File: config.mk
export PLATFORM = sky130hd
export DESIGN_NAME = gshare_branch_predictor
export DESIGN_NICKNAME = d
export VERILOG_FILES = /design/src/rtl/gshare_branch_predictor.sv
export SDC_FILE = /design/constraint.sdc
export NUM_CORES = 1
export LEC_CHECK = 0
export BUFFER_PORTS_ARGS = -buffer_cell sky130_fd_sc_hd__buf_2
export CAP_MARGIN = 20
export CORE_MARGIN = 2
export CORE_UTILIZATION = 40
export DETAILED_ROUTE_END_ITERATION = 10
export HOLD_SLACK_MARGIN = 0.03
export SETUP_SLACK_MARGIN = 0.5
export SLEW_MARGIN = 20
export SYNTH_ARGS = -nofsm -noshare
export SYNTH_HDL_FRONTEND = slang
export SYNTH_SLANG_ARGS = --single-unit
File: constraint.sdc
create_clock -name clk -period 3.15 [get_ports clk]
set_clock_uncertainty 0.1 [all_clocks]
set_input_delay 0.4725 -clock clk [delete_from_list [all_inputs] [get_ports clk]]
set_output_delay 0.4725 -clock clk [all_outputs]
set_load 0.03 [all_outputs]
File: src/rtl/gshare_branch_predictor.sv
// gshare_branch_predictor
// Global-history branch predictor for the fetch stage. A global history
// register (GHR) is combined with the fetch PC to index a table of 2-bit
// saturating counters. The GHR is shifted speculatively at prediction time
// and restored from the checkpoint carried with a mispredicted branch.
// After reset a sweep FSM fills the table with weakly-not-taken counters.
// Predictions are accepted only once the sweep has finished.

module gshare_branch_predictor #(
    parameter int PC_W   = 16,
    parameter int HIST_W = 4,
    parameter int IDX_W  = 4,
    parameter int MODE   = 1
) (
    input  logic              clk,
    input  logic              rst_n,
    output logic              ready,
    input  logic              pred_req,
    input  logic [PC_W-1:0]   pred_pc,
    output logic              pred_valid,
    output logic              pred_taken,
    output logic [IDX_W-1:0]  pred_index,
    output logic [HIST_W-1:0] pred_hist,
    input  logic              update,
    input  logic [IDX_W-1:0]  upd_index,
    input  logic              upd_taken,
    input  logic              upd_mispredict,
    input  logic [HIST_W-1:0] upd_hist
);

    localparam int DEPTH = 1 << IDX_W;
    localparam logic [IDX_W-1:0] SWEEP_ONE  = IDX_W'(1);
    localparam logic [IDX_W-1:0] SWEEP_LAST = {IDX_W{1'b1}};

    typedef enum logic [0:0] {
        ST_INIT = 1'b0,
        ST_RUN  = 1'b1
    } state_e;

    // Saturating 2-bit counter step toward the resolved direction.
    function automatic logic [1:0] sat_next(input logic [1:0] ctr, input logic taken);
        logic [1:0] nxt;
        if (taken) begin
            nxt = (ctr == 2'b11) ? 2'b11 : ctr + 2'd1;
        end else begin
            nxt = (ctr == 2'b00) ? 2'b00 : ctr - 2'd1;
        end
        return nxt;
    endfunction

    state_e             state_q;
    logic [IDX_W-1:0]   sweep_q;
    logic [HIST_W-1:0]  ghr_q, ghr_d;
    logic               pred_valid_q, pred_valid_d;
    logic               pred_taken_q, pred_taken_d;
    logic [IDX_W-1:0]   pred_index_q, pred_index_d;
    logic [HIST_W-1:0]  pred_hist_q, pred_hist_d;
    logic [1:0]         pht_q [DEPTH];

    logic               run_s;
    logic               recover_s;
    logic               accept_s;
    logic [IDX_W-1:0]   ghr_ext_s;
    logic [IDX_W-1:0]   cat_s;
    logic [IDX_W-1:0]   idx_s;
    logic [1:0]         pred_ctr_s;
    logic               pht_we_s;
    logic [IDX_W-1:0]   pht_waddr_s;
    logic [1:0]         pht_wdata_s;
    logic               unused_s;

    // Only PC bits [IDX_W+1:2] and the low checkpoint bits feed the logic.
    assign unused_s = ^{pred_pc, upd_hist};

    assign ready      = (state_q == ST_RUN);
    assign pred_valid = pred_valid_q;
    assign pred_taken = pred_taken_q;
    assign pred_index = pred_index_q;
    assign pred_hist  = pred_hist_q;

    // Table index from the current GHR and the fetch PC (concat or XOR mode).
    always_comb begin
        ghr_ext_s                 = '0;
        ghr_ext_s[HIST_W-1:0]     = ghr_q;
        cat_s                     = '0;
        cat_s[IDX_W-1 -: HIST_W]  = ghr_q;
        for (int i = 0; i < IDX_W - HIST_W; i++) begin
            cat_s[i] = pred_pc[i + 2];
        end
        if (MODE == 1) begin
            idx_s = pred_pc[IDX_W+1:2] ^ ghr_ext_s;
        end else begin
            idx_s = cat_s;
        end
    end

    // Prediction acceptance, history recovery/speculation and output next state.
    always_comb begin
        run_s        = (state_q == ST_RUN);
        recover_s    = run_s & update & upd_mispredict;
        accept_s     = run_s & pred_req & ~recover_s;
        pred_ctr_s   = pht_q[idx_s];
        if (recover_s) begin
            ghr_d = {upd_hist[HIST_W-2:0], upd_taken};
        end else if (accept_s) begin
            ghr_d = {ghr_q[HIST_W-2:0], pred_ctr_s[1]};
        end else begin
            ghr_d = ghr_q;
        end
        if (accept_s) begin
            pred_valid_d = 1'b1;
            pred_taken_d = pred_ctr_s[1];
            pred_index_d = idx_s;
            pred_hist_d  = ghr_q;
        end else begin
            pred_valid_d = 1'b0;
            pred_taken_d = pred_taken_q;
            pred_index_d = pred_index_q;
            pred_hist_d  = pred_hist_q;
        end
    end

    // Single table write port: init sweep in INIT, training in RUN.
    always_comb begin
        if (state_q == ST_INIT) begin
            pht_we_s    = 1'b1;
            pht_waddr_s = sweep_q;
            pht_wdata_s = 2'b01;
        end else if (update) begin
            pht_we_s    = 1'b1;
            pht_waddr_s = upd_index;
            pht_wdata_s = sat_next(pht_q[upd_index], upd_taken);
        end else begin
            pht_we_s    = 1'b0;
            pht_waddr_s = '0;
            pht_wdata_s = 2'b00;
        end
    end

    // Counter table storage; no reset so it can map onto RAM.
    always_ff @(posedge clk) begin
        if (pht_we_s) begin
            pht_q[pht_waddr_s] <= pht_wdata_s;
        end
    end

    // Init sweep FSM: walk every entry once, then stay in RUN until reset.
    always_ff @(posedge clk or negedge rst_n) begin
        if (!rst_n) begin
            state_q <= ST_INIT;
            sweep_q <= '0;
        end else begin
            case (state_q)
                ST_INIT: begin
                    sweep_q <= sweep_q + SWEEP_ONE;
                    if (sweep_q == SWEEP_LAST) begin
                        state_q <= ST_RUN;
                    end
                end
                ST_RUN: begin
                    state_q <= ST_RUN;
                end
                default: begin
                    state_q <= ST_INIT;
                    sweep_q <= '0;
                end
            endcase
        end
    end

    // History register and registered prediction outputs.
    always_ff @(posedge clk or negedge rst_n) begin
        if (!rst_n) begin
            ghr_q        <= '0;
            pred_valid_q <= 1'b0;
            pred_taken_q <= 1'b0;
            pred_index_q <= '0;
            pred_hist_q  <= '0;
        end else begin
            ghr_q        <= ghr_d;
            pred_valid_q <= pred_valid_d;
            pred_taken_q <= pred_taken_d;
            pred_index_q <= pred_index_d;
            pred_hist_q  <= pred_hist_d;
        end
    end

endmodule

== Word-level counts from Yosys, hierarchy flattened ==
Memories as Yosys holds them, arrays and structs flattened.
Cells that the tools add are included.

* Bits of input ports: 30
* Output and inout bits: 11
* Bits in registers: 19
* RAM bits: 32
* Word-level logic and storage cells: 38
* Memories: 1

{| class="wikitable"
|+ Memories
! name !! depth !! width !! rd ports !! clocked after memory_dff !! wr ports !! RTL line !! RTL
|-
| pht_q || 16 || 2 || 2 || 0 || 1 || 58 || <nowiki>logic [1:0] pht_q [DEPTH];</nowiki>
|}

* $add $sub $neg: 3
* Bitwise logic cells: 7
* Reduce and logical (&&, ||, !) cells: 2
* Eq/ne operators: 2
* Muxes and demuxes: 16

{| class="wikitable"
|+ Operator list
! operator !! number
|-
| $mux W4 || 4
|-
| $mux W2 || 5
|-
| $mux W1 || 6
|-
| $add A4 B1 Y4 const B || 1
|-
| $and A1 B1 Y1 || 4
|-
| $eq A4 B4 Y1 const B || 1
|-
| $xor A4 B4 Y4 || 1
|-
| $add A2 B1 Y2 const B || 1
|-
| $eq A2 B2 Y1 const B || 1
|-
| $logic_not A2 Y1 || 1
|-
| $not A1 Y1 || 2
|-
| $pmux W1 S2 || 1
|-
| $reduce_bool A2 Y1 || 1
|-
| $sub A2 B1 Y2 const B || 1
|}

== Logic depth before layout (Yosys ltp) ==
Gate-level depths: netlist of run 1.

* Depth in word-level cells: 6
* Mapped depth: 7
* Mapped depth without buffers: 5

== Worst setup path before layout of run 1 ==
OpenSTA, ideal clock, no wires.

* Path type: input -> register
* Start: in upd_index[0]
* End: mem pht_q[0][0] (data pin)
* Stages on the path: 6
* Setup time: 0.284 ns
* Buffers on the path: 1
* Arrival: 2.106 ns
* Slack: 0.660 ns
* Data required time: 2.766 ns
* Path through: buf_6 -> mux4_2 -> a22oi_2 -> nand3_2 -> maj3_2 -> o21ai_1

* Longest elaborated chain between the ends: 6
* Elaborated cells on any way between the ends: 10
* Classes of those cells: add/sub: 2; eq/ne: 1; mux: 5; reduce/logical: 1; memory: 1

{| class="wikitable"
|+ Ends and longest elaborated chain
! what !! RTL line !! RTL
|-
| start, declared || 25 || <nowiki>input logic [IDX_W-1:0] upd_index,</nowiki>
|-
| $mem_v2 Z16 W2 (*) || n/a ||
|-
| $sub A2 B1 Y2 (tied with other cells) || 46 || <nowiki>nxt = (ctr == 2'b00) ? 2'b00 : ctr - 2'd1;</nowiki>
|-
| $mux W2 (on tied branches) || 46, 44 ||
|-
| $mux W2 (*) || 43 || <nowiki>if (taken) begin</nowiki>
|-
| $mux W2 (*) || 129 || <nowiki>end else if (update) begin</nowiki>
|-
| $mux W2 (*) || 125 || <nowiki>if (state_q == ST_INIT) begin</nowiki>
|-
| net pht_wdata_s[0] || 69 || <nowiki>logic [1:0] pht_wdata_s;</nowiki>
|-
| end, declared || 58 ||
|}

The timed path passes the listed nets; every way through them passes the cells marked *.

== Final worst setup path of run 1 ==
* Start: in upd_index[0]
* End: mem pht_q[3][1] (data pin)

Same word-level chain as after synthesis.

==> qor.csv, run 1 <==
stage,metric,value,unit
cts,clockBufferDepth,2,
synth,synth_area,2436,um2
critical_path,worst_setup_path_start_kind,primary input,
cts,hold_buffers,1,
critical_path,cp-end-kind,register,
synth,synth_cells,174,
cts,root_buffer,clkbuf_8,
timing,max_freq,0.4140,GHz
synth,ys_top_cells_by_area,"edfxtp_1, dfrtp_1, mux4_1, nor2_1, mux2_2",
grt,grt_max_degree,28,
min_path,whs_endpoint,cat_s[3],
min_path,worstHoldPathCells,3,
critical_path,slowest_stage,mux4_2,
synth,ys_types,42,
timing,period_minus_slack,2416,ps
floorplanning,io_pins,41,
cts,clk_pin_slew,90,ps
route,avgRoutedWirePerCell,16.98,um
timing,slew_viol_final,0,
floorplanning,die_x,82.04,um
job,drv_cap,0,
synth,yosysWarningCount,0,
grt,grt_pass1_wl,7617,um
floorplanning,die_area,6731,um2
critical_path,crit_fanout,16,
synth,avgSynthCellArea,14.00,um2
place,post-dp-hpwl,3437,um
floorplanning,core,5921,um2
critical_path,crit_chain,buf_2 > mux4_2 > a22oi_2 > nand3_2 > maj3_2 > and3_1,
place,dp_slack,417.5,ps
cts,ctsResizeCount,0,
critical_path,critical_path_arrival,2290,ps
critical_path,cp_num_buf_inv,1,
route,drc_errors,0,
route,first_pass_iters,4,
synth,syn-num-nets,205,
timing,worst_pin_slew,706.5,ps
route,antenna_left,0,
synth,synth_top_area_share,39.45,%
timing,setup_viol,0,
pwr,total_power,1.542,mW
final_layout,area_growth,12.89,%
critical_path,path_class,primary input to register,
grt,grt_pass1_vias,1548,
critical_path,critPathMaxStageDelay,560,ps
synth,synth_seq_area_share,58.96,%
synth,synth_top_cell_by_area,edfxtp_1,
cts,clk_latency,300,ps
critical_path,reg2reg_from,cat_s[1],
min_path,min_path_type,primary input to register,
final_layout,drive_gt1_share,26.83,%
critical_path,path_depth,6,
pwr,p_leak,1.074,nW
critical_path,crit_family,multiplexers,
critical_path,r2r_cells,5,
final_layout,final_util,46.45,%
critical_path,reg2reg_slack,870,ps
pwr,power_density,560.5,nW/um2
pwr,vdd_drop_max,336.5,uV
cts,cts_tree,built,
timing,rsz0062_at_grt,false,
route,routed_wl,4755,um
grt,antenna_found_initial,0,
route,viasPerCell,5.421,
final_layout,fin_cells,280,
floorplanning,die_y,82.04,um
synth,synth_seq_cells,51,
timing,slew_headroom,52.90,%
cts,cts_sinks,51,
critical_path,required,3020,ps
place,gp_congestion,0.7632,
grt,grtUsageTotal,15.65,%
final_layout,layout.nets,235,
final_layout,nFillCells,536,
route,num_vias,1518,
timing,period_share,76.68,%
grt,grt_overflow,0,
final_layout,n_antenna_cell,0,
cts,h-tree-depth,2,
min_path,min-delay-start,upd_hist[2],
cts,cts_buffers,5,
place,dp_cells,271,
cts,cts_setup_buffers,0,
floorplanning,initial_utilization,41.15,%
place,port_buffers,27,
route,drt_iter0_markers,98,
floorplanning,rows,28,
critical_path,worstReg2RegEnd,cat_s[0],
timing,worst_slack,734.5,ps
status,outcome,finished clean,
timing,hold_viol,0,
timing,tns,0,ps
==> sequential cells by signal, indices dropped and copies added, names as in the netlist <==
register,cells
cat_s,4
pred_valid,1
pred_taken,1
ready,1
pht_q,32
pred_index,4
pred_hist,4
sweep_q,4
==> cells in the final DEF (no fill, tap or decap), types with 4 or more instances in the layout <==
master	n
mux4_1	9
a21oi_1	4
nor2_1	23
clkbuf_8	5
mux2i_1	5
xnor2_1	4
dfrtp_1	19
nand2_1	14
mux2_2	7
o21ai_0	6
buf_4	4
buf_2	27
edfxtp_1	32
==> how the worst max path moves through the flow <==
stage	from	endpoint	slack (ps)
6_report	upd_index[0]	pht_q[3][1]	730
5_1_grt	upd_index[0]	pht_q[4][1]	610
4_1_cts	upd_index[0]	pht_q[4][1]	730
3_5_place_dp	upd_index[0]	pht_q[8][1]	420
3_3_place_gp	upd_index[0]	pht_q[5][1]	410
2_1_floorplan	upd_index[0]	pht_q[0][0]	660
==> cell families (layout without fill, tap and decap cells) <==
logic type | Yosys count | count (layout) | synth area share [%]
and+or+nand+nor | 56 | 56 | 10.99
DFF | 51 | 51 | 58.96
xor gates and xnor gates | 7 | 7 | 2.825
AOI/OAI and AO/OA | 22 | 22 | 5.907
buffers and inverters | 11 | 42 | 2.106
muxes | 24 | 24 | 17.77
adders and majority gates | 3 | 3 | 1.438
==> per-layer routing <==
layer  wire, um  global-route usage [%]
met1       2066                   19.58
met2       2276                   25.93
met4         66                   4.667
met3        345                   5.055
met5          0                       0
==> synthesized netlist by cell type <==
| master | number |
|---|---|
| a211o_1 | 1 |
| a211oi_1 | 1 |
| a21oi_1 | 4 |
| a22oi_1 | 1 |
| a22oi_2 | 1 |
| a31o_2 | 1 |
| a31oi_1 | 2 |
| a41oi_1 | 1 |
| and3_1 | 2 |
| and4_1 | 1 |
| and4b_1 | 1 |
| buf_2 | 2 |
| buf_6 | 1 |
| clkbuf_1 | 6 |
| dfrtp_1 | 19 |
| edfxtp_1 | 32 |
| ha_1 | 1 |
| inv_1 | 2 |
| maj3_2 | 2 |
| mux2_2 | 7 |
| mux2i_1 | 5 |
| mux4_1 | 9 |
| mux4_2 | 3 |
| nand2_1 | 14 |
| nand2b_1 | 2 |
| nand3_1 | 2 |
| nand3_2 | 1 |
| nand4_1 | 1 |
| nand4b_1 | 1 |
| nor2_1 | 23 |
| nor2b_1 | 3 |
| nor3_1 | 2 |
| nor3b_1 | 2 |
| o21a_1 | 1 |
| o21ai_0 | 6 |
| o21ai_1 | 1 |
| o22a_1 | 1 |
| o22ai_1 | 1 |
| or3_1 | 1 |
| xnor2_1 | 4 |
| xnor2_2 | 1 |
| xor2_1 | 2 |
==> stage by stage <==
stage | area (um2) | hold slack, ps
6_report | 2750 | 276.0
5_1_grt | 2750 | 274.1
4_1_cts | 2750 | 272.5
3_5_place_dp | 2651 | 333.5
3_3_place_gp | 2651 | 332.2
2_1_floorplan | 2436 | 76.91
==> worst min-delay path, cell delays in order <==
cell and delay, ps:
buf_2 80, nand2_1 40, o21ai_0 60
==> where the power goes <==
part / switching (mW) / internal, mW / total, mW
Clock: 0.214 / 0.154 / 0.368
Sequential: 0.0352 / 0.778 / 0.813
Combinational: 0.214 / 0.146 / 0.360
==> final cells by class <==
| cell class | instances | area, um2 | area share [%] |
|---|---|---|---|
| Clock inverter | 3 | 20.02 | 0.7279 |
| Sequential cell | 51 | 1436 | 52.23 |
| Clock buffer | 5 | 68.82 | 2.502 |
| Inverter | 2 | 7.507 | 0.2730 |
| Multi-Input combinational cell | 112 | 948.4 | 34.49 |
| Tap cell | 75 | 93.84 | 3.412 |
| Timing Repair Buffer | 32 | 175.2 | 6.369 |
Power figures use the tool's default switching activity.
==> run 2: changes to the inputs <==
==> constraint.sdc (replaced) <==
create_clock -name clk -period 2.5 [get_ports clk]
set_clock_uncertainty 0.1 [all_clocks]
set_input_delay 0.375 -clock clk [delete_from_list [all_inputs] [get_ports clk]]
set_output_delay 0.375 -clock clk [all_outputs]
set_load 0.03 [all_outputs]
==> qor.csv, run 2 (synthesized netlist as in run 1, its figures left out) <==
stage,metric,value,unit,change
route,num_vias,1523,,+0.33%
route,drt_iter0_markers,94,,-4.1%
final_layout,top_register,pht_q,,
floorplanning,die_x,82.04,um,unchanged
critical_path,slowest_stage,mux4_2,,
route,drc_errors,0,,unchanged
critical_path,required,2470,ps,-550 ps
route,routed_wl,5078,um,+6.8%
route,antenna_left,0,,unchanged
critical_path,crit_fanout,8,,-8
timing,slew_viol_final,0,,unchanged
grt,grt_pass1_wl,7983,um,+4.8%
cts,cts_tree,built,,
floorplanning,rows,28,,unchanged
route,avgRoutedWirePerCell,17.76,um,+4.6%
final_layout,fin_cells,286,,+2.1%
cts,root_buffer,clkbuf_8,,
final_layout,layout.nets,241,,+2.6%
floorplanning,core,5921,um2,unchanged
timing,rsz0062_at_grt,true,,
timing,hold_viol,0,,unchanged
status,outcome,finished clean,,
cts,clk_pin_slew,100,ps,about the same
pwr,p_leak,1.108,nW,+3.2%
timing,slew_headroom,54.96,%,+2.1 points
floorplanning,initial_utilization,41.15,%,unchanged
cts,h-tree-depth,2,,unchanged
route,first_pass_iters,4,,unchanged
timing,period_minus_slack,2065,ps,
cts,cts_sinks,51,,unchanged
grt,grt_overflow,0,,unchanged
min_path,min_path_type,primary input to register,,
grt,grt_max_degree,20,,-29%
timing,tns,0,ps,unchanged
critical_path,crit_chain,mux4_2 > a22oi_2 > nand3_2 > maj3_2 > and3_4,,
cts,cts_buffers,5,,unchanged
final_layout,final_cell_mix,"edfxtp_1, buf_2, nor2_1",,
timing,setup_viol,0,,unchanged
final_layout,final_util,48.42,%,+2.0 points
place,port_buffers,27,,unchanged
critical_path,path_class,register to register,,
floorplanning,die_y,82.04,um,unchanged
timing,worst_pin_slew,672.5,ps,-33.93 ps
grt,antenna_found_initial,0,,unchanged
grt,grtUsageTotal,16.64,%,+0.98 points
timing,max_freq,0.4842,GHz,
route,viasPerCell,5.325,,-1.8%
final_layout,drive_gt1_share,33.65,%,+6.8 points
pwr,power_density,722.7,nW/um2,+29%
floorplanning,io_pins,41,,unchanged
place,dp_cells,273,,+0.74%
final_layout,largest_reg_flops,32,,unchanged
place,gp_congestion,0.7566,,-0.86%
final_layout,n_antenna_cell,0,,unchanged
final_layout,area_growth,17.67,%,
critical_path,critical_path_arrival,2030,ps,-260 ps
cts,clockBufferDepth,2,,unchanged
place,post-dp-hpwl,3493,um,+1.6%
critical_path,cp-end-kind,register,,
critical_path,worst_setup_path_start_kind,register,,
cts,clk_latency,310,ps,about the same
final_layout,mostFrequentLayoutCell,edfxtp_1,,
grt,grt_pass1_vias,1499,,-3.2%
timing,period_share,82.61,%,
job,drv_cap,0,,unchanged
critical_path,critPathMaxStageDelay,490,ps,-70 ps
pwr,vdd_drop_max,372.8,uV,+11%
floorplanning,die_area,6731,um2,unchanged
[run 2: layout make-up]
class | instances | area [um2]
multi-input cells | 113 | 992.2
flip-flops and latches | 51 | 1438
well taps | 75 | 93.84
repair buffers | 37 | 240.2
clock buffers | 5 | 68.82
inverters | 2 | 7.507
clock inverters | 3 | 26.28
fillers | 537 | 3054
[run 2: critical path, delay by kind of cell, from the launching register on]
kind,cells,cell delay (ps)
adder cells (fa/ha/maj),1,340
AO/OA/AOI/OAI,1,180
multiplexers,1,490
flip-flops,1,370
AND/OR/NAND/NOR,2,330
[run 2: worst paths after layout]
path | slack [ps] | end | start | cells past startpoint
setup / recovery | 430 | pht_q[9][1] | pht_q[11][0] | 5
hold / removal | 170 | cat_s[1] | upd_hist[0] | 3
setup reg to reg | 430 | pht_q[9][1] | pht_q[11][0] | 5
hold reg to reg | 410 | pred_index[3] | pred_index[3] | 1
max in group asynchronous | 1550 | cat_s[1] | rst_n | 2
min in group asynchronous | 420 | sweep_q[0] | rst_n | 2
[run 2: metal layers]
metal	global-route usage (%)	vias up	wire length [um]
met5	0	-	0
met4	6.333	0	129
met1	21.80	740	2372
met3	4.066	11	214
met2	26.75	40	2361
li1	-	732	-
[run 2: per-stage QoR]
step / area, um2 / power, mW / hold slack, ps / setup slack (ps)
after floorplan: 2462 / 1.362 / -20.59 / 388.2
after global placement: 2695 / 1.505 / 240.4 / 44.58
after detailed placement: 2695 / 1.513 / 241.4 / 35.47
after CTS: 2839 / 2.076 / 158.8 / 409.8
after global routing: 2867 / 2.170 / 178.2 / 357.6
final: 2867 / 2.072 / 166.1 / 434.8
[run 2: what timing repair did]
item	CTS	global route
hold buffers	1	0
gates cloned	0	1
endpoints found under the setup margin	34	35
gates resized for setup	7	5
hold endpoints to repair	19	0
setup buffers	2	1
pin swaps	1	2
[run 2: report_power, final]
part,switching (mW),leakage (nW),internal (mW)
registers,0.0522,0.527,0.981
logic,0.291,0.532,0.232
clock network,0.309,0.0491,0.207
total,0.652,1.11,1.42
==> run 3: changes to the inputs <==
--- a/config.mk
+++ b/config.mk
@@ -5,6 +5,7 @@
 export SDC_FILE = /design/constraint.sdc
 export NUM_CORES = 1
 export LEC_CHECK = 0
+export ABC_AREA = 1
 export BUFFER_PORTS_ARGS = -buffer_cell sky130_fd_sc_hd__buf_2
 export CAP_MARGIN = 20
 export CORE_MARGIN = 2
==> constraint.sdc (replaced) <==
create_clock -name clk -period 2 [get_ports clk]
set_clock_uncertainty 0.1 [all_clocks]
set_input_delay 0.3 -clock clk [delete_from_list [all_inputs] [get_ports clk]]
set_output_delay 0.3 -clock clk [all_outputs]
set_load 0.03 [all_outputs]
==> qor.csv, run 3 <==
stage,metric,value,unit,change
synth,synth_enable_flop_cells,32,,unchanged
cts,cts_buffers,5,,unchanged
final_layout,mostFrequentLayoutCell,nand2_1,,
final_layout,nFillCells,570,,+6.1%
place,dp_slack,67.83,ps,+32.35 ps
grt,grt_pass1_wl,9915,um,+24%
pwr,p_leak,1.602,nW,+45%
final_layout,register_area,1438,um2,unchanged
cts,clk_latency,310,ps,about the same
cts,clk_pin_slew,100,ps,about the same
critical_path,required,1920,ps,-550 ps
floorplanning,core,6277,um2,+6.0%
timing,setup_viol,0,,unchanged
status,outcome,finished clean,,
synth,synth_ff_type,edfxtp_1,,
cts,h-tree-depth,2,,unchanged
job,drv_cap,0,,unchanged
synth,ys_top_cells_by_area,"edfxtp_1, dfrtp_1, nand2_1, nand3_1, inv_1",,
route,avgRoutedWirePerCell,14.35,um,-19%
floorplanning,die_y,84.16,um,+2.6%
synth,synth_most_common_cell,nand2_1,,
route,viasPerCell,4.922,,-7.6%
grt,grt_max_degree,20,,unchanged
timing,period_share,80.11,%,-2.5 points
timing,period_minus_slack,1602,ps,-463.0 ps
timing,worst_pin_slew,428.9,ps,-243.6 ps
final_layout,top_register,pht_q,,
critical_path,path_class,register to register,,
final_layout,n_antenna_cell,0,,unchanged
synth,netlist_top_cells_count,"nand2_1, inv_1, nand3_1, edfxtp_1, dfrtp_1",,
grt,grtUsageTotal,17.46,%,+0.82 points
synth,avgSynthCellArea,8.653,um2,-38%
synth,async_flop_share,37.25,%,unchanged
synth,ys_types,23,,-45%
final_layout,largest_reg_flops,32,,unchanged
route,num_vias,2092,,+37%
pwr,power_density,731.6,nW/um2,+1.2%
grt,grt_pass1_vias,2066,,+38%
floorplanning,io_pins,41,,unchanged
synth,synth_area,2570,um2,+5.5%
cts,cts_sinks,51,,unchanged
route,drc_errors,0,,unchanged
final_layout,final_cell_mix,"nand2_1, inv_1, edfxtp_1",,
final_layout,multi_input_area,1274,um2,+28%
timing,worst_slack,397.8,ps,-36.97 ps
route,antenna_left,0,,unchanged
floorplanning,initial_utilization,40.94,%,-0.20 points
route,first_pass_iters,4,,unchanged
synth,synth_seq_area_share,55.89,%,-3.1 points
place,dp_cells,400,,+47%
synth,synth_seq_cells,51,,unchanged
min_path,min_path_type,primary input to register,,
timing,slew_viol_final,0,,unchanged
critical_path,crit_fanout,5,,-3
timing,hold_viol,0,,unchanged
floorplanning,die_x,84.16,um,+2.6%
route,routed_wl,6099,um,+20%
grt,grt_overflow,0,,unchanged
synth,syn-num-nets,328,,+60%
synth,synth_cells,297,,+71%
floorplanning,die_area,7082,um2,+5.2%
timing,slew_headroom,71.40,%,+16 points
final_layout,final_util,55.37,%,+7.0 points
critical_path,worst_setup_path_start_kind,register,,
timing,max_freq,0.6241,GHz,+29%
cts,cts_tree,built,,
final_layout,area_growth,35.25,%,
route,drt_iter0_markers,97,,+3.2%
pwr,vdd_drop_max,458.1,uV,+23%
critical_path,critical_path_arrival,1520,ps,-510 ps
final_layout,layout.nets,378,,+57%
cts,clockBufferDepth,2,,unchanged
floorplanning,rows,29,,+3.6%
place,post-dp-hpwl,4010,um,+15%
synth,synth_top_cell_by_area,edfxtp_1,,
critical_path,cp-end-kind,register,,
timing,rsz0062_at_grt,true,,
synth,synth_top_area_share,37.39,%,-2.1 points
final_layout,drive_gt1_share,38.51,%,+4.9 points
place,port_buffers,27,,unchanged
synth,yosysWarningCount,0,,unchanged
timing,tns,0,ps,unchanged
cts,root_buffer,clkbuf_8,,
place,gp_congestion,0.8128,,+7.4%
grt,antenna_found_initial,0,,unchanged
final_layout,fin_cells,425,,+49%
[run 3: changes by cell type after synthesis, moves of 4 or more]
| cell | before | now |
|---|---|---|
| inv_1 | 2 | 49 |
| nand3_1 | 2 | 38 |
| inv_2 | 0 | 4 |
| mux2i_1 | 5 | 0 |
| mux2_2 | 7 | 0 |
| nor2_1 | 23 | 17 |
| clkbuf_1 | 6 | 0 |
| nand2_1 | 14 | 95 |
| nand2_2 | 0 | 8 |
| o22ai_1 | 1 | 5 |
| mux4_1 | 9 | 0 |
[run 3: final cells by class]
cell class / instances / area share, %
repair buffers: 47 / 10.30
inverters: 54 / 6.191
clock inverters: 3 / 0.7559
multi-input cells: 188 / 36.65
flip-flops and latches: 51 / 41.36
well taps: 77 / 2.772
clock buffers: 5 / 1.980
[run 3: logic make-up after synthesis]
logic type,Yosys count,synth area share [%]
fa+ha+maj,1,0.4868
compound gates,15,3.359
xor+xnor,6,2.337
flops,51,55.89
simple gates,164,27.70
buf+inv,60,10.22
[run 3: critical path, cell delays in order, from the launching register on]
cell and delay (ps):
dfrtp_2 490, nand2_4 160, o22ai_4 110, inv_2 120, nand2_4 110, nor3_4 210
[run 3: metal layers]
layer,part of all wire [%],up-vias,GRT usage (%)
met5,0,-,0
met2,50,50,29.44
met4,2.0,0,5.132
li1,-,1047,-
met1,44,983,23.05
met3,4.4,12,3.245
[run 3: path summary, 6_finish.rpt]
| kind | from | end | slack (ps) | depth (start not counted) |
|---|---|---|---|---|
| worst max-delay path | ready | pht_q[0][0] | 400 | 5 |
| worst min-delay path | upd_hist[0] | cat_s[1] | 100 | 3 |
| worst max register to register | ready | pht_q[0][0] | 400 | 5 |
| worst min register to register | pred_hist[0] | pred_hist[0] | 380 | 2 |
| max in group asynchronous | rst_n | ready | 1130 | 2 |
| min in group asynchronous | rst_n | pred_index[1] | 340 | 2 |
[run 3: timing repair]
item,4_1_cts,5_1_grt
hold buffers,1,0
gates cloned,1,1
setup buffers,7,7
gates resized for setup,44,51
pin swaps,16,29
endpoints found under the hold margin,19,0
setup endpoints to repair,72,75
[run 3: through the flow]
step           area (um2)  power (mW)  hold slack [ps]
3_3_place_gp         2848       1.776            162.3
5_1_grt              3476       2.659            123.9
2_1_floorplan        2636       1.631           -95.59
3_5_place_dp         2848       1.777            162.9
6_report             3476       2.543            100.0
4_1_cts              3199       2.458            104.7
[run 3: power breakdown]
group	internal (mW)	total [mW]	switching, mW	leakage (nW)
clock	0.258	0.639	0.381	0.0491
combinational	0.227	0.661	0.434	1.02
sequential	1.20	1.24	0.0417	0.537
total	1.69	2.54	0.856	1.60
